$ cat config.mk
export PLATFORM = sky130hd
export DESIGN_NAME = db_ext_access
export DESIGN_NICKNAME = d
export VERILOG_FILES = /design/src/rtl/db_ext_access_pkg.sv /design/src/rtl/db_ext_access_addr_gen.sv /design/src/rtl/db_ext_access.sv
export SDC_FILE = /design/constraint.sdc
export NUM_CORES = 1
export LEC_CHECK = 0
export BUFFER_PORTS_ARGS = -buffer_cell sky130_fd_sc_hd__buf_2
export CORE_AREA = 3 3 232 234
export DETAILED_ROUTE_END_ITERATION = 7
export DIE_AREA = 0 0 235 237
export PLACE_DENSITY = 0.46
export REMOVE_ABC_BUFFERS = 1
export SLEW_MARGIN = 15
export SYNTH_ARGS = -nofsm -noshare
export SYNTH_HDL_FRONTEND = slang
export SYNTH_SLANG_ARGS = --single-unit
$ cat constraint.sdc
create_clock -name clk -period 4.2 [get_ports clk]
set_input_delay 0.21 -clock clk [delete_from_list [all_inputs] [get_ports clk]]
set_output_delay 0.21 -clock clk [all_outputs]
set_load 0.01 [all_outputs]
$ cat src/rtl/db_ext_access_pkg.sv
`default_nettype none
// ============================================================================
// Module   : db_ext_access_pkg
// Purpose  : Shared encodings for the deblocking external-memory access
//            block: default pixel/MB widths, per-mode beat counts, block
//            start indices, FSM state encoding and the beat-to-block map.
// Ports    : none (package)
// Revision : 1.0 - initial release
// ============================================================================
package db_ext_access_pkg;

  localparam int DEF_BIT_DEPTH    = 8;
  localparam int DEF_PIC_W_MB_LEN = 8;
  localparam int DEF_PIC_H_MB_LEN = 8;

  // Beats per command, indexed by mode {uv, full}
  localparam logic [4:0] BEATS_Y_BOT   = 5'd4;
  localparam logic [4:0] BEATS_UV_BOT  = 5'd4;
  localparam logic [4:0] BEATS_Y_FULL  = 5'd16;
  localparam logic [4:0] BEATS_UV_FULL = 5'd8;

  // First 4x4 block index of each run
  localparam logic [4:0] BLK_Y_BOT   = 5'd12;
  localparam logic [4:0] BLK_U_BOT   = 5'd18;
  localparam logic [4:0] BLK_V_BOT   = 5'd22;
  localparam logic [4:0] BLK_Y_FULL  = 5'd0;
  localparam logic [4:0] BLK_UV_FULL = 5'd16;

  typedef enum logic [2:0] {
    S_IDLE     = 3'd0,
    S_RD_REQ   = 3'd1,
    S_RD_WAIT  = 3'd2,
    S_WR_FETCH = 3'd3,
    S_WR_REQ   = 3'd4,
    S_DONE     = 3'd5
  } state_e;

  function automatic logic [4:0] beat_count(input logic [1:0] mode);
    case (mode)
      2'b00:   beat_count = BEATS_Y_BOT;
      2'b10:   beat_count = BEATS_UV_BOT;
      2'b01:   beat_count = BEATS_Y_FULL;
      default: beat_count = BEATS_UV_FULL;
    endcase
  endfunction

  // Chroma bottom line is two non-contiguous pairs: U 18,19 then V 22,23.
  function automatic logic [4:0] blk_index(input logic [1:0] mode,
                                           input logic [4:0] beat);
    case (mode)
      2'b00:   blk_index = BLK_Y_BOT + beat;
      2'b10:   blk_index = (beat[1] ? BLK_V_BOT : BLK_U_BOT) + {4'b0, beat[0]};
      2'b01:   blk_index = BLK_Y_FULL + beat;
      default: blk_index = BLK_UV_FULL + beat;
    endcase
  endfunction

endpackage
`default_nettype wire

$ cat src/rtl/db_ext_access_addr_gen.sv
`default_nettype none
// ============================================================================
// Module   : db_ext_addr_gen
// Purpose  : Macroblock offset (y*(total_x+1)+x) and 4x4-block to external
//            16-byte word address mapping for luma and chroma planes.
// Ports    : total_x_i/mb_x_i/mb_y_i -> mb_off_o (combinational offset)
//            mb_off_i/uv_i/blk_i      -> addr_o   (word address)
// Revision : 1.0 - initial release
// ============================================================================
module db_ext_addr_gen
  import db_ext_access_pkg::*;
#(
  parameter int          PIC_W_MB_LEN = DEF_PIC_W_MB_LEN,
  parameter int          PIC_H_MB_LEN = DEF_PIC_H_MB_LEN,
  parameter logic [31:0] Y_BASE       = 32'h0,
  parameter logic [31:0] UV_BASE      = 32'h0010_0000
) (
  input  logic [PIC_W_MB_LEN-1:0] total_x_i,
  input  logic [PIC_W_MB_LEN-1:0] mb_x_i,
  input  logic [PIC_H_MB_LEN-1:0] mb_y_i,
  output logic [31:0]             mb_off_o,
  input  logic [31:0]             mb_off_i,
  input  logic                    uv_i,
  input  logic [4:0]              blk_i,
  output logic [31:0]             addr_o
);

  logic [31:0] pic_w;

  // All arithmetic is 32-bit unsigned; overflow simply wraps.
  assign pic_w    = 32'(total_x_i) + 32'd1;
  assign mb_off_o = 32'(mb_y_i) * pic_w + 32'(mb_x_i);

  // Luma MB = 16 words, chroma MB = 8 words (U 16-19, V 20-23 rebased to 0).
  assign addr_o = uv_i ? (UV_BASE + (mb_off_i << 3) + 32'(blk_i - 5'd16))
                       : (Y_BASE  + (mb_off_i << 4) + 32'(blk_i));

endmodule
`default_nettype wire

$ cat src/rtl/db_ext_access.sv
`default_nettype none
// ============================================================================
// Module   : db_ext_access
// Purpose  : Moves 4x4 pixel blocks between the deblocking buffers and
//            external memory, one bus transaction outstanding at a time.
// Ports    : load_*  - read command in, per-beat data/valid and done out
//            store_* - write command in, local RAM read port, done out
//            ext_*   - external word bus (req/ack, read data w/ rvalid)
// Revision : 1.0 - initial release
// ============================================================================
module db_ext_access
  import db_ext_access_pkg::*;
#(
  parameter int          BIT_DEPTH    = DEF_BIT_DEPTH,
  parameter int          PIC_W_MB_LEN = DEF_PIC_W_MB_LEN,
  parameter int          PIC_H_MB_LEN = DEF_PIC_H_MB_LEN,
  parameter logic [31:0] Y_BASE       = 32'h0,
  parameter logic [31:0] UV_BASE      = 32'h0010_0000
) (
  input  logic                    clk,
  input  logic                    rst_n,
  input  logic [PIC_W_MB_LEN-1:0] sys_total_x,
  input  logic                    load_en_i,
  input  logic [PIC_W_MB_LEN-1:0] load_x_i,
  input  logic [PIC_H_MB_LEN-1:0] load_y_i,
  input  logic [1:0]              load_mode_i,
  output logic                    load_valid_o,
  output logic [16*BIT_DEPTH-1:0] load_data_o,
  output logic                    load_done_o,
  input  logic                    store_en_i,
  input  logic [PIC_W_MB_LEN-1:0] store_x_i,
  input  logic [PIC_H_MB_LEN-1:0] store_y_i,
  input  logic [1:0]              store_mode_i,
  output logic                    store_rden_o,
  output logic [4:0]              store_raddr_o,
  input  logic [16*BIT_DEPTH-1:0] store_rdata_i,
  output logic                    store_done_o,
  output logic                    ext_req_o,
  output logic                    ext_we_o,
  output logic [31:0]             ext_addr_o,
  output logic [16*BIT_DEPTH-1:0] ext_wdata_o,
  input  logic                    ext_ack_i,
  input  logic                    ext_rvalid_i,
  input  logic [16*BIT_DEPTH-1:0] ext_rdata_i
);

  localparam int DW = 16 * BIT_DEPTH;

  state_e      state_q, state_d;
  logic [4:0]  beat_q, beat_d;
  logic        fetch_ph_q, fetch_ph_d;   // 0: RAM read issued, 1: data arriving
  logic [1:0]  mode_q;
  logic        is_store_q;
  logic [31:0] mb_off_q;
  logic [DW-1:0] wdata_q;

  logic        start_load, start_store, last_beat;
  logic [4:0]  blk;
  logic [31:0] mb_off_new, blk_addr;

  assign start_load  = (state_q == S_IDLE) && load_en_i;
  assign start_store = (state_q == S_IDLE) && !load_en_i && store_en_i;
  assign blk         = blk_index(mode_q, beat_q);
  assign last_beat   = (beat_q == beat_count(mode_q) - 5'd1);

  db_ext_addr_gen #(
    .PIC_W_MB_LEN (PIC_W_MB_LEN),
    .PIC_H_MB_LEN (PIC_H_MB_LEN),
    .Y_BASE       (Y_BASE),
    .UV_BASE      (UV_BASE)
  ) u_addr_gen (
    .total_x_i (sys_total_x),
    .mb_x_i    (load_en_i ? load_x_i : store_x_i),
    .mb_y_i    (load_en_i ? load_y_i : store_y_i),
    .mb_off_o  (mb_off_new),
    .mb_off_i  (mb_off_q),
    .uv_i      (mode_q[1]),
    .blk_i     (blk),
    .addr_o    (blk_addr)
  );

  always_ff @(posedge clk or negedge rst_n) begin
    if (!rst_n) begin
      state_q    <= S_IDLE;
      beat_q     <= '0;
      fetch_ph_q <= 1'b0;
      mode_q     <= '0;
      is_store_q <= 1'b0;
      mb_off_q   <= '0;
      wdata_q    <= '0;
    end else begin
      state_q    <= state_d;
      beat_q     <= beat_d;
      fetch_ph_q <= fetch_ph_d;
      // Command is latched once; the MB offset is not recomputed per beat.
      if (start_load || start_store) begin
        mode_q     <= load_en_i ? load_mode_i : store_mode_i;
        is_store_q <= start_store;
        mb_off_q   <= mb_off_new;
      end
      if ((state_q == S_WR_FETCH) && fetch_ph_q) begin
        wdata_q <= store_rdata_i;
      end
    end
  end

  always_comb begin
    state_d    = state_q;
    beat_d     = beat_q;
    fetch_ph_d = fetch_ph_q;
    case (state_q)
      S_IDLE: begin
        beat_d     = '0;
        fetch_ph_d = 1'b0;
        if (start_load) begin
          state_d = S_RD_REQ;
        end else if (start_store) begin
          state_d = S_WR_FETCH;
        end
      end
      S_RD_REQ: begin
        if (ext_ack_i) state_d = S_RD_WAIT;
      end
      S_RD_WAIT: begin
        if (ext_rvalid_i) begin
          if (last_beat) begin
            state_d = S_DONE;
          end else begin
            state_d = S_RD_REQ;
            beat_d  = beat_q + 5'd1;
          end
        end
      end
      S_WR_FETCH: begin
        fetch_ph_d = !fetch_ph_q;
        if (fetch_ph_q) state_d = S_WR_REQ;
      end
      S_WR_REQ: begin
        if (ext_ack_i) begin
          if (last_beat) begin
            state_d = S_DONE;
          end else begin
            state_d = S_WR_FETCH;
            beat_d  = beat_q + 5'd1;
          end
        end
      end
      S_DONE:  state_d = S_IDLE;
      default: state_d = S_IDLE;
    endcase
  end

  assign ext_req_o     = (state_q == S_RD_REQ) || (state_q == S_WR_REQ);
  assign ext_we_o      = (state_q == S_WR_REQ);
  assign ext_addr_o    = ext_req_o ? blk_addr : '0;
  assign ext_wdata_o   = wdata_q;
  assign load_valid_o  = (state_q == S_RD_WAIT) && ext_rvalid_i;
  assign load_data_o   = load_valid_o ? ext_rdata_i : '0;
  assign load_done_o   = (state_q == S_DONE) && !is_store_q;
  assign store_done_o  = (state_q == S_DONE) && is_store_q;
  assign store_rden_o  = (state_q == S_WR_FETCH) && !fetch_ph_q;
  assign store_raddr_o = store_rden_o ? blk : '0;

endmodule
`default_nettype wire

==> results.toml, run 1 <==
[run_status]
outcome = "finished, violations left"
violations = "negative setup slack"

[yosys]
synthArstFlopShare_pct = 100.0
synth_edf_count = 0
yosysUniqueCellTypes = 59
syn_avg_cell_area_sq_um = 9.789
yosysSeqAreaShare_pct = 32.75
ys_ff_latch = 159
synthFlopType = "dfrtp_1"
netlist_instances = 1241
yosysWarnings = 0
syn_area_sq_mm = 0.01215

[layout]
fin_nets = 2555
final_util_pct = 38.98
ff_latch_area_sq_mm = 0.003979
multi_input_area_sq_mm = 0.008678
area_growth_pct = 67.60
drive_gt1_share_pct = 52.14
fillCellCount = 5151

[placement]
post-dp-hpwl_um = 40390
io_buffers = 604
routabilityCongestion = 0.8707

[critical_path]
slowest_delay_ps = 430
end_kind = "output port"
cpMostUsedCell = "ha_4"
arrival_ps = 4330
worst_path_max_delay_cell = "a221o_2"
crit_buf_inv = 5
cp_top_family = "compound AO/OA/AOI/OAI gates"
path_class = "register to output port"
crit_required_ps = 3990
cp_max_fo = 5
critPathLaunchType = "register"
cp_cell_sequence = "inv_2 > ha_4 > or3b_4 > a21oi_4 > a21oi_2 > inv_2 > ha_4 > ha_4 > fa_2 > a211oi_4 > o21ai_2 > a211o_1 > a221o_2 > buf_6 > a2111oi_4 > buf_4 > buf_6"

[timing]
slew_viol_final = 0
hold_viol = 0
period_needed_ps = 4542
setup_violations = 18
fin_crit_sh_pct = 108.1
tightest_slew_ps = 905.6
skew_ps = 13.96
relSlewSlack_pct = 39.63
max_freq_mhz = 220.2
setup_ws_ps = -342.1
fin_setup_tns_ps = -3273
rsz0062_at_grt = "yes"

[clock_tree]
cts_buffer_depth = 2
cts_buffers = 17
htreeDepth = 4
path_clk_slew_ps = 70
cts_tree = "built"
clk_latency_ps = 440
cts_sinks = 159
cts-root-buf = "clkbuf_16"

[route]
drc_errors = 0
wl_per_cell_um = 17.62
drt_iter0_drc = 463
num_vias = 12310
vias_per_cell = 4.370
routed_wl_um = 49650
dr.pass1.iters = 6
ant_nets = 0

[floorplanning]
core_area_sq_mm = 0.05224
die-width_um = 235
dieArea_sq_mm = 0.05570
rows = 84
die_h_um = 237
start_util_pct = 23.26
ios = 605

[global_route]
track_usage_pct = 17.00
grt_max_degree = 130
first_global_vias = 12750
antenna_found_initial = 11
grt_pass1_wl_um = 73940
grt-ovfl-total = 0

[pwr]
ir_drop_mv = 0.4214
cellLeakagePower_nw = 10.19
p_per_area_mw_per_mm2 = 814.6

[run]
cap_viol_max_count = 0

[min_path]
hold_path_class = "primary input to register"
## worst paths after layout
| kind | start | end | slack (ps) | depth (start not counted) |
|---|---|---|---|---|
| max | beat_q[3] | ext_addr_o[28] | -340 | 17 |
| max reg2reg | state_q[1] | mb_off_q[2] | 1750 | 4 |
| max in group asynchronous | rst_n | ext_wdata_o[44] | 2670 | 3 |
| min in group asynchronous | rst_n | ext_wdata_o[14] | 320 | 2 |
| min reg2reg | ext_wdata_o[62] | ext_wdata_o[62] | 500 | 1 |
| min | store_rdata_i[41] | ext_wdata_o[41] | 30 | 2 |
## per-layer routing
metal / routed length, um / up-vias / global-route usage (%)
met2: 26400 / 472 / 32.00
met1: 18730 / 5812 / 18.51
li1: - / 5972 / -
met3: 3118 / 53 / 4.181
met5: 20 / - / 0
met4: 1370 / 2 / 5.787
## cells by family after synthesis
group                      share of synthesized area (%)
and+or+nand+nor                                    17.90
AOI/OAI and AO/OA                                  9.249
muxes                                              14.65
DFF                                                32.75
buffers and inverters                              4.449
adders and majority gates                          17.47
xor gates and xnor gates                           3.533
## registers in the layout, indices dropped and copies added (netlist names)
name / cells
fetch_ph_q: 1
state_q: 3
beat_q: 5
mode_q: 2
is_store_q: 1
mb_off_q: 19
ext_wdata_o: 128
## cell usage in the layout (no fill, tap or decap), drive strengths merged, types with 5 or more instances in the layout
cell | netlist | routed
and3 | 12 | 12
mux2i | 18 | 18
nor2 | 83 | 83
mux2 | 142 | 142
o21ai | 51 | 51
o21a | 8 | 8
fa | 51 | 51
clkbuf | 49 | 18
nor3 | 12 | 12
nor2b | 10 | 10
o31ai | 5 | 5
xnor2 | 25 | 25
diode | 0 | 6
nand2 | 88 | 88
buf | 8 | 786
a21o | 13 | 13
a21oi | 38 | 38
inv | 85 | 92
a211oi | 21 | 21
nand2b | 8 | 8
ha | 88 | 88
clkinv | 0 | 5
dlygate4sd3 | 0 | 120
and4 | 6 | 6
and2 | 144 | 144
nand3 | 23 | 23
nand4 | 14 | 14
a31oi | 7 | 7
dfrtp | 159 | 159
xor2 | 24 | 24
## area by class of cell
type	instances	area share, %
antenna	6	0.07375
inverter	85	1.567
timing repair buffer	907	28.91
tap	688	4.228
multi-input combinational	940	42.63
sequential	159	19.54
clock inverter	15	0.9587
clock buffer	17	2.089
## power by group
| group | leakage [nW] | total (mW) | switching [mW] | internal [mW] |
|---|---|---|---|---|
| Clock | 0.295 | 1.62 | 0.759 | 0.860 |
| Sequential | 1.89 | 2.84 | 0.550 | 2.29 |
| Combinational | 8.01 | 12.1 | 6.02 | 6.11 |
## Yosys cell counts, drive strengths merged (13+ instances only)
| library cell | count | area (sq um) |
|---|---|---|
| mux2 | 142 | 1599 |
| ha | 88 | 1101 |
| clkbuf | 49 | 183.9 |
| inv | 85 | 319.1 |
| mux2i | 18 | 180.2 |
| and2 | 144 | 900.9 |
| nor2 | 83 | 311.6 |
| fa | 51 | 1021 |
| nand3 | 23 | 115.1 |
| xnor2 | 25 | 219.0 |
| a21o | 13 | 98.85 |
| a21oi | 38 | 190.2 |
| nand4 | 14 | 87.58 |
| xor2 | 24 | 210.2 |
| o21ai | 51 | 255.3 |
| a211oi | 21 | 170.2 |
| nand2 | 88 | 330.3 |
| dfrtp | 159 | 3979 |
## metrics by stage
| step | area, sq um | setup WS, ps | instances | hold WS, ps | total power, mW |
|---|---|---|---|---|---|
| 6_report | 20360 | -342.1 | 2817 | 32.67 | 16.58 |
| 2_1_floorplan | 11930 | -1840 | 1184 | -85.59 | 8.244 |
| 3_5_place_dp | 17040 | -759.4 | 2634 | 230.6 | 12.36 |
| 3_3_place_gp | 17040 | -722.9 | 2634 | 231.9 | 12.31 |
| 5_1_grt | 20360 | -495.2 | 2816 | 15.42 | 17.93 |
| 4_1_cts | 19350 | -551.9 | 2791 | 2.025 | 14.87 |
## timing repair
action                     CTS  global route
hold endpoints to repair   178             0
gates resized for setup     95           152
setup buffers                6            19
setup endpoints to repair   32            32
pin swaps                   53            94
hold buffers               120             0
gates cloned                 0             1
No activity file was read; power rests on OpenSTA's default activity.
==> run 2, diff against run 1 <==
--- a/config.mk
+++ b/config.mk
@@ -10,7 +10,6 @@
 export DETAILED_ROUTE_END_ITERATION = 7
 export DIE_AREA = 0 0 235 237
 export PLACE_DENSITY = 0.46
-export REMOVE_ABC_BUFFERS = 1
 export SLEW_MARGIN = 15
 export SYNTH_ARGS = -nofsm -noshare
 export SYNTH_HDL_FRONTEND = slang
==> results.toml, run 2 (synthesis results as in run 1) <==
[clock_tree]
cts_buffer_depth = 2
cts_tree = "built"
cts-root-buf = "clkbuf_16"
htreeDepth = 4
cts_buffers = 17
cts_sinks = 159
clk_latency_ps = 450
path_clk_slew_ps = 70

[placement]
post-dp-hpwl_um = 47160
dp.cells = 2600
placed_cell_area_sq_mm = 0.01709
routabilityCongestion = 0.9045
io_buffers = 604

[run_status]
violations = "negative setup slack"
outcome = "finished, violations left"

[global_route]
first_global_vias = 12360
track_usage_pct = 19.07
grt-ovfl-total = 0
antenna_found_initial = 22
grt_max_degree = 130
grt_pass1_wl_um = 80190

[pwr]
switching_share_pct = 46.11
power_mw = 14.79
clock_power_share_pct = 10.9
p_seq_share_pct = 19.2
p_comb_share_pct = 69.9
cellLeakagePower_nw = 9.711
ir_drop_mv = 0.3397
p_int_mw = 7.970
p_per_area_mw_per_mm2 = 780.6
netSwitchingPower_mw = 6.820

[timing]
setup_violations = 18
max_freq_mhz = 220.5
slew_viol_final = 0
skew_ps = 27.57
setup_ws_ps = -336.1
relSlewSlack_pct = 34.24
rsz0062_at_grt = "yes"
hold_viol = 0
tightest_slew_ps = 986.3
period_needed_ps = 4536
fin_crit_sh_pct = 108.0

[critical_path]
r2r_cells = 9
crit_required_ps = 3990
critPathLaunchType = "register"
reg2reg_slack_ps = 1910
cp_max_fo = 4
end_kind = "output port"
timing.rr.start = "mode_q[0]"
path_class = "register to output port"
arrival_ps = 4330
r2r-end = "beat_q[3]"

[layout]
final_cells = 2737
stdcell_area_sq_mm = 0.01895
largest_reg_flops = 128
final_util_pct = 36.27
fin_nets = 2471
final_cell_mix = "buf_2 (597), dfrtp_1 (159), and2_1 (143)"
area_growth_pct = 55.97
drive_gt1_share_pct = 49.53
layout.cells.most_common = "buf_2"

[min_path]
min_to = "ext_wdata_o[55]"
hold_path_class = "primary input to register"
min_path_cells = 2
min_from = "store_rdata_i[55]"

[route]
num_vias = 12130
drc_errors = 0
ant_nets = 0
routed_wl_um = 55550
drt_iter0_drc = 649
vias_per_cell = 4.433
wl_per_cell_um = 20.30
dr.pass1.iters = 5

[floorplanning]
dieArea_sq_mm = 0.05570
start_util_pct = 23.26
die-width_um = 235
die_h_um = 237
core_area_sq_mm = 0.05224
ios = 605
rows = 84

[run]
cap_viol_max_count = 0

[yosys]
syn-num-nets = 1686
## run 2: worst max path at each step
stage                              start        endpoint  cells past startpoint
after floorplan           sys_total_x[0]    mb_off_q[15]                     18
after global placement    sys_total_x[0]    mb_off_q[15]                     18
after detailed placement  sys_total_x[0]    mb_off_q[15]                     19
after CTS                      beat_q[3]  ext_addr_o[26]                     16
after global routing           beat_q[3]  ext_addr_o[26]                     16
final                          beat_q[2]  ext_addr_o[26]                     16
## run 2: stage by stage
step	hold slack, ps	setup TNS (ps)	worst slack [ps]
after floorplan	-85.59	-851.7	-167.1
after global placement	194.4	-3768	-430.8
after detailed placement	195.9	-4280	-472.0
after CTS	0.2218	-2531	-376.2
after global routing	9.531	-5172	-433.6
final	30.22	-1913	-336.1
## run 2: critical path, stage by stage, from the launching register on
cell and delay (ps):
dfrtp_1 360, inv_2 60, ha_4 150, or3b_4 400
a21oi_4 150, a21oi_4 60, clkinv_4 100, ha_4 210
ha_4 170, fa_2 370, a211oi_4 250, o21ai_2 100
a211o_1 380, a221o_1 360, or4_4 540, nand3_2 110
buf_6 110
## run 2: power by group through the flow
| stage | combinational (mW) | sequential (mW) | clock [mW] |
|---|---|---|---|
| 5_1_grt | 11.4 | 2.94 | 1.74 |
| 2_1_floorplan | 5.59 | 3.03 | 0 |
| 3_5_place_dp | 9.66 | 2.85 | 0 |
| 3_3_place_gp | 9.64 | 2.83 | 0 |
| 6_report | 10.3 | 2.84 | 1.61 |
| 4_1_cts | 9.96 | 2.83 | 1.68 |
## run 2: per-layer routing
layer / track usage [%] / part of all wire (%) / routed length [um]
met5: 0 / 0.018 / 10
met4: 5.194 / 2.3 / 1273
met3: 4.239 / 6.2 / 3447
met2: 30.71 / 46 / 25430
met1: 25.79 / 46 / 25390
## run 2: final cells by class
cell class	instances	area, sq um
clock buffer	17	425.4
tap	688	860.8
inverter	85	324.1
timing repair buffer	823	4969
multi-input combinational	940	8170
sequential	159	3979
clock inverter	15	193.9
fill	5347	33290
antenna	10	25.02
## run 2: what timing repair did
action | in CTS | in global routing
pin swaps | 15 | 46
hold buffers | 78 | 0
endpoints found under the setup margin | 20 | 31
buffers inserted | 4 | 13
gates resized for setup | 22 | 53
hold endpoints to repair | 129 | 0
==> run 3, diff against run 2 <==
==> constraint.sdc (replaced) <==
create_clock -name clk -period 4.2 [get_ports clk]
set_input_delay 0.63 -clock clk [delete_from_list [all_inputs] [get_ports clk]]
set_output_delay 0.63 -clock clk [all_outputs]
set_load 0.01 [all_outputs]
==> results.toml, run 3 (synthesis results as in run 1) <==
[placement]
post-dp-hpwl_um = 47580
io_buffers = 604
post-place-ws_ps = -942.3
routabilityCongestion = 0.8820
placed_cell_area_sq_mm = 0.01749

[floorplanning]
dieArea_sq_mm = 0.05570
die-width_um = 235
die_h_um = 237
core_area_sq_mm = 0.05224
ios = 605
start_util_pct = 23.26
rows = 84

[layout]
stdcell_area_sq_mm = 0.01929
fin_nets = 2487
final_util_pct = 36.93
area_growth_pct = 58.80
drive_gt1_share_pct = 55.86
layout.cells.most_common = "buf_2"
fillCellCount = 5333
final_cell_mix = "buf_2 (589), buf_4 (214), dfrtp_1 (159)"
largest_reg_flops = 128
ff_latch_area_sq_mm = 0.003979
multi_input_area_sq_mm = 0.008558

[route]
num_vias = 12310
routed_wl_um = 56490
drc_errors = 0
ant_nets = 0
vias_per_cell = 4.472
drt_iter0_drc = 640
wl_per_cell_um = 20.53
dr.pass1.iters = 5

[timing]
rsz0062_at_grt = "yes"
setup_ws_ps = -764.1
skew_ps = 18.12
tightest_slew_ps = 1064
max_freq_mhz = 201.4
fin_crit_sh_pct = 118.2
slew_viol_final = 0
period_needed_ps = 4964
hold_viol = 0
holdWs_ps = 290.8
relSlewSlack_pct = 29.07
setup_violations = 37

[pwr]
ir_drop_mv = 0.3673
power_mw = 16.07
p_per_area_mw_per_mm2 = 833.3
netSwitchingPower_mw = 7.176
p_seq_share_pct = 17.2
p_comb_share_pct = 73.3
clock_power_share_pct = 9.4
p_int_mw = 8.898
cellLeakagePower_nw = 9.848
switching_share_pct = 44.64

[clock_tree]
cts-root-buf = "clkbuf_16"
htreeDepth = 4
cts_buffer_depth = 2
clk_latency_ps = 440
path_clk_slew_ps = 80
cts_tree = "built"
cts_buffers = 17
cts_sinks = 159

[critical_path]
cpMostUsedCell = "ha_4"
arrival_ps = 4330
path_class = "register to output port"
crit_required_ps = 3570
cp_max_fo = 4
slowest_delay_ps = 480
worst_path_max_delay_cell = "or4_4"
crit_buf_inv = 4
cp_top_family = "compound AO/OA/AOI/OAI gates"
cp_cell_sequence = "inv_2 > buf_6 > ha_4 > or3b_4 > a21oi_4 > a21oi_4 > clkinv_4 > ha_4 > ha_4 > fa_2 > a211oi_4 > o21ai_2 > a211o_1 > a221o_1 > or4_4 > nand3_2 > buf_6"
end_kind = "output port"
timing.rr.start = "beat_q[3]"
startpoint = "beat_q[3]"
critPathLaunchType = "register"

[run]
cap_viol_max_count = 0

[global_route]
antenna_found_initial = 28
grt_pass1_wl_um = 80660
track_usage_pct = 19.36
grt-ovfl-total = 0
first_global_vias = 12090
grt_max_degree = 130

[run_status]
violations = "negative setup slack"
outcome = "finished, violations left"

[min_path]
hold_path_class = "primary input to asynchronous set/reset pin"

[yosys]
syn-num-nets = 1686
==> run 3: changes by cell type in the layout (fill, tap and decap cells not counted), sizes merged, moves of 2 or more <==
cell,delta
inv,-6
clkinvlp,+4
clkbuf,+2
dlygate4sd3,-78
buf,+94
==> run 3: timing repair <==
action / in CTS / in global routing
gates resized for setup: 82 / 77
pin swaps: 48 / 56
hold buffers: 0 / 0
setup buffers: 48 / 22
endpoints found under the setup margin: 39 / 39
==> run 3: worst reg2reg max path: cells and delay by family (launching register included) <==
family | cells | cell delay [ps]
buffers and inverters | 35 | 4100
flip-flops | 1 | 370
XOR/XNOR | 1 | 140
AND/OR/NAND/NOR | 1 | 60
==> run 3: routing by layer <==
layer | vias up | track usage (%) | wire [um]
li1 | 5838 | - | -
met4 | 12 | 5.843 | 1559
met2 | 519 | 30.15 | 25150
met5 | - | 0 | 79
met3 | 84 | 6.184 | 5003
met1 | 5854 | 25.63 | 24700
==> run 3: worst paths after layout <==
check,slack (ps),end,cells after the start
setup reg to reg,-620,beat_q[3],37
max in group asynchronous,2820,ext_wdata_o[122],2
hold reg to reg,500,ext_wdata_o[12],1
min in group clk,420,ext_wdata_o[41],2
setup / recovery,-760,ext_addr_o[24],17
hold / removal,290,ext_wdata_o[39],1
==> run 3: area by class of cell <==
cell class / count / share of cell area (%)
clock inverters: 13 / 0.6875
repair buffers: 839 / 25.82
flip-flops and latches: 159 / 20.63
multi-input cells: 940 / 44.36
well taps: 688 / 4.462
diodes: 9 / 0.1167
clock buffers: 19 / 2.244
inverters: 85 / 1.680
==> run 3: through the flow <==
| step | instances | setup TNS (ps) |
|---|---|---|
| floorplan | 1241 | -6344 |
| global placement | 2647 | -12050 |
| detailed placement | 2647 | -12700 |
| CTS | 2725 | -11830 |
| global route | 2747 | -23010 |
| finish | 2752 | -16930 |
==> run 3: power groups by stage <==
stage	Sequential (mW)	Combinational, mW	Clock, mW
floorplan	3.03	5.63	0
global placement	2.75	10.1	0
detailed placement	2.78	10.2	0
CTS	2.76	11.1	1.57
global route	2.87	12.8	1.63
finish	2.77	11.8	1.52
